==> config.mk <==
export PLATFORM = sky130hd
export DESIGN_NAME = controller_sequencer
export DESIGN_NICKNAME = d
export VERILOG_FILES = /design/src/rtl/controller_sequencer.sv
export SDC_FILE = /design/constraint.sdc
export NUM_CORES = 1
export LEC_CHECK = 0
export CAP_MARGIN = 5
export CORE_AREA = 4 4 41 43
export CTS_CLUSTER_DIAMETER = 60
export DETAILED_ROUTE_END_ITERATION = 12
export DIE_AREA = 0 0 45 47
export DONT_BUFFER_PORTS = 1
export GPL_TIMING_DRIVEN = 0
export PLACE_DENSITY = 0.63
export SYNTH_ARGS = -nofsm -noshare
export SYNTH_HDL_FRONTEND = slang
export SYNTH_SLANG_ARGS = --single-unit
==> constraint.sdc <==
create_clock -name CLK_bar -period 2.34 [get_ports CLK_bar]
set_input_delay 0.351 -clock CLK_bar [delete_from_list [all_inputs] [get_ports CLK_bar]]
set_output_delay 0.351 -clock CLK_bar [all_outputs]
set_load 0.05 [all_outputs]
==> src/rtl/controller_sequencer.sv <==
// rtl/controller_sequencer.sv - SAP-1 controller-sequencer: six-state ring counter, instruction decoder and halt latch
module controller_sequencer #(
    parameter int NUM_T    = 6,
    parameter int OPCODE_W = 4
) (
    input  logic                CLK_bar,
    input  logic                CLR_bar,
    input  logic [OPCODE_W-1:0] opcode,
    output logic                Cp,
    output logic                Ep,
    output logic                Lm_bar,
    output logic                CE_bar,
    output logic                Li_bar,
    output logic                Ei_bar,
    output logic                La_bar,
    output logic                Ea,
    output logic                Su,
    output logic                Eu,
    output logic                Lb_bar,
    output logic                Lo_bar,
    output logic                HLT,
    output logic [NUM_T-1:0]    t_state
);

    typedef enum logic [NUM_T-1:0] {
        T1 = 6'b000001,
        T2 = 6'b000010,
        T3 = 6'b000100,
        T4 = 6'b001000,
        T5 = 6'b010000,
        T6 = 6'b100000
    } ring_e;

    localparam logic [OPCODE_W-1:0] OP_LDA = OPCODE_W'(4'b0000);
    localparam logic [OPCODE_W-1:0] OP_ADD = OPCODE_W'(4'b0001);
    localparam logic [OPCODE_W-1:0] OP_SUB = OPCODE_W'(4'b0010);
    localparam logic [OPCODE_W-1:0] OP_OUT = OPCODE_W'(4'b1110);
    localparam logic [OPCODE_W-1:0] OP_HLT = OPCODE_W'(4'b1111);

    ring_e ring;
    logic  halt;

    assign t_state = ring;

    // Once halted the ring parks in T4; only CLR_bar releases it.
    always_ff @(posedge CLK_bar or negedge CLR_bar) begin
        if (!CLR_bar) begin
            ring <= T1;
            halt <= 1'b0;
        end else if (!halt) begin
            case (ring)
                T1: ring <= T2;
                T2: ring <= T3;
                T3: ring <= T4;
                T4: begin
                    if (opcode == OP_HLT) begin
                        halt <= 1'b1;
                    end else begin
                        ring <= T5;
                    end
                end
                T5:      ring <= T6;
                T6:      ring <= T1;
                default: ring <= T1;
            endcase
        end
    end

    // Decoder works in active-high terms; the *_bar pins are inverted at the end.
    logic lm, ce, li, ei, la, lb, lo;

    always_comb begin
        Cp = 1'b0;
        Ep = 1'b0;
        Ea = 1'b0;
        Su = 1'b0;
        Eu = 1'b0;
        lm = 1'b0;
        ce = 1'b0;
        li = 1'b0;
        ei = 1'b0;
        la = 1'b0;
        lb = 1'b0;
        lo = 1'b0;
        HLT = halt;
        case (ring)
            T1: begin
                Ep = 1'b1;
                lm = 1'b1;
            end
            T2: Cp = 1'b1;
            T3: begin
                ce = 1'b1;
                li = 1'b1;
            end
            T4: begin
                if (!halt) begin
                    case (opcode)
                        OP_LDA, OP_ADD, OP_SUB: begin
                            ei = 1'b1;
                            lm = 1'b1;
                        end
                        OP_OUT: begin
                            Ea = 1'b1;
                            lo = 1'b1;
                        end
                        OP_HLT:  HLT = 1'b1;
                        default: ;
                    endcase
                end
            end
            T5: begin
                case (opcode)
                    OP_LDA: begin
                        ce = 1'b1;
                        la = 1'b1;
                    end
                    OP_ADD, OP_SUB: begin
                        ce = 1'b1;
                        lb = 1'b1;
                    end
                    default: ;
                endcase
            end
            T6: begin
                if (opcode == OP_ADD || opcode == OP_SUB) begin
                    la = 1'b1;
                    Eu = 1'b1;
                    Su = (opcode == OP_SUB);
                end
            end
            default: ;
        endcase
    end

    assign Lm_bar = ~lm;
    assign CE_bar = ~ce;
    assign Li_bar = ~li;
    assign Ei_bar = ~ei;
    assign La_bar = ~la;
    assign Lb_bar = ~lb;
    assign Lo_bar = ~lo;

endmodule

==> results.md <==
* Vias in the first global route at 492
* Post-synth top area share at 26.5%
* Critical path origin: t_state[3]
* DR pass1 iterations at 4
* Num ports at 25
* DRT iter0 DRCs at 19
* Root buffer cell: clkbuf_4
* DP Cell Count at 75
* CTS tree: yes
* RR Startpoint: t_state[3]
* Dominant synthesized flop cell: dfrtp_1
* Hold path startpoint: opcode[0]
* Peak supply drop at 0.262 mV
* Total power at 244 uW
* Leading area contributor after synthesis: dfrtp_1
* RSZ-0062 raised after global routing: true
* Warnings from Yosys at 0
* Minimum clock period after layout at 2.73 ns
* Routed wire per std cell at 19.3 um
* Data required, critical path at 1.99 ns
* Worst Tran Pin Value at 1.06 ns
* Static Leak at 0.259 nW
* Final setup margin at -0.391 ns
* Die Y at 47 um
* DRC at 0
* Global-route wire length before repair at 2410 um
* Post-synthesis cell area at 567 um^2
* Ys async rst share at 100%
* Post-synth EDFFs at 0
* Crit path DAT at 2.38 ns
* GP Congestion at 0.786
* Worst path cell trace: buf_6 -> or3_4 -> nor4b_4 -> and2b_4
* Die area at 2120 um^2
* Setup violations, final at 8
* FP Rows at 13
* Max Cap Violations at 0
* Clk pin slew, worst setup/hold paths at 0.05 ns
* Kind of critical path: flip-flop to primary output
* GRT overflow at 0
* Commonest cells in the netlist: nor2_1, dfrtp_1
* CP endpoint kind: primary output
* Final Net Count at 76
* Most frequent cell after synthesis: nor2_1
* Syn Nets at 66
* Dpl hpwl at 1070 um
* Violated checks: setup timing
* Hold WC Path Type: input port to flip-flop
* GR Util All Layers at 16.7%
* Final Hold Fails at 0
* Slowest stage cell on the critical path: nor4b_4
* Worst Setup Start Kind: flip-flop
* Placeable Area at 1300 um^2
* Routed wire length at 1620 um
* Power per Cell Area at 333 nW/um^2
* Largest net degree at the start of global routing at 11
* Rel. slew slack at 29.2%
* F_max at 0.366 GHz
* Vias/cell at 6.11
* Antenna diode count at 0
* Synth top area cells: dfrtp_1, nor4b_4, mux2_2, dfstp_2, nor2_1
* Unique masters post-synth at 33
* CTS Buf Count at 3
* TNS Setup at -1.26 ns
* CTS max path bufs at 2
* Period utilization at 117%
* Crit path max fanout at 4
* Clk sinks at 7
* IO Port Bufs at 0
* Status: finished, violations left
* Fraction of layout cells with a size suffix above 1 at 46.4%
* Mapped Cells at 60
* Hold WS at 0.432 ns
* Initial antenna violation count at 0
* Max-slew violation total from the final report at 0
* Synth-to-layout area growth at 29.4%
* H-tree Lvls at 1
* Seq/Total Area, Yosys at 31.1%
* Die Wd at 45 um
* Clk_lat worst skew at 0.25 ns
* Fin cells at 84
* Buf+Inv Stages, Crit Path at 1
* Post-route cell area at 733 um^2
* ANT nets after route at 0
* Clock Skews at 0.000331 ns
* Starting Density at 43.6%
* Top delay family on crit path: simple AND/OR/NAND/NOR gates
* Flops & latches, synth at 7
* Crit-path max cell delay at 0.72 ns
* Dpl cell area at 597 um^2
* Mean Syn Cell Area at 9.45 um^2
* Via Count at 513
[layer usage]
layer / GRT usage (%) / part of all wire (%) / wire (um)
met4: 8.77 / 1.1 / 17
met5: 0 / 0 / 0
met1: 19.0 / 38 / 619
met3: 6.51 / 6.7 / 109
met2: 27.1 / 54 / 871
[final cells by class]
type                       count  area (um^2)
multi-input combinational     48          420
clock buffer                   4         26.3
fill                         114          568
tap                           15         18.8
buffer                         3         31.3
inverter                       2         11.3
sequential                     7          181
timing repair buffer           5         43.8
[flip-flops by register name, indices dropped and copies added (netlist names)]
signal	count
halt	1
t_state	6
[metrics by stage]
stage / utilization [%] / setup slack (ns)
final: 56.3 / -0.391
after global routing: 56.3 / -0.447
after CTS: 54.3 / -0.409
after detailed placement: 45.9 / -0.231
after global placement: 45.9 / -0.209
after floorplan: - / -0.153
[cell families (layout without fill, tap and decap cells)]
family	Yosys count	count (layout)	share of synthesized area, %
and+or+nand+nor	31	31	40.6
AOI/OAI and AO/OA	11	11	12.8
DFF	7	7	31.1
buffers and inverters	5	14	4.64
muxes	4	4	7.73
xor gates and xnor gates	2	2	3.09
[cells in the final DEF, fill, tap and decap left out, types with 2 or more instances in the layout]
cell type,n
a21oi_1,3
mux2_2,2
or3_4,2
or3_1,2
clkbuf_4,3
nand2_1,3
nor2_4,2
nor3b_1,2
buf_4,3
o21ai_0,3
or4_4,2
dfrtp_2,4
dfrtp_1,2
buf_6,2
nand3_1,2
nor4b_4,3
nor2_1,5
[worst paths after layout]
path / cells after the start / slack, ns / end
max in group asynchronous: 1 / 1.61 / t_state[0]
min in group asynchronous: 1 / 0.44 / t_state[2]
hold reg to reg: 2 / 0.63 / t_state[5]
setup reg to reg: 7 / -0.13 / t_state[0]
hold / removal: 2 / 0.43 / halt
setup / recovery: 4 / -0.39 / Lm_bar
[power breakdown]
part           internal [mW]  switching (mW)
registers              0.121               0
logic                0.00547         0.00872
clock network         0.0650          0.0435
[what timing repair did]
item | in CTS | in global routing
pin swaps | 5 | 3
hold endpoints to repair | 7 | 0
hold buffers | 1 | 0
buffers inserted | 4 | 1
endpoints found under the setup margin | 15 | 13
resized for setup | 14 | 6
(Power assumes the default switching activity.)
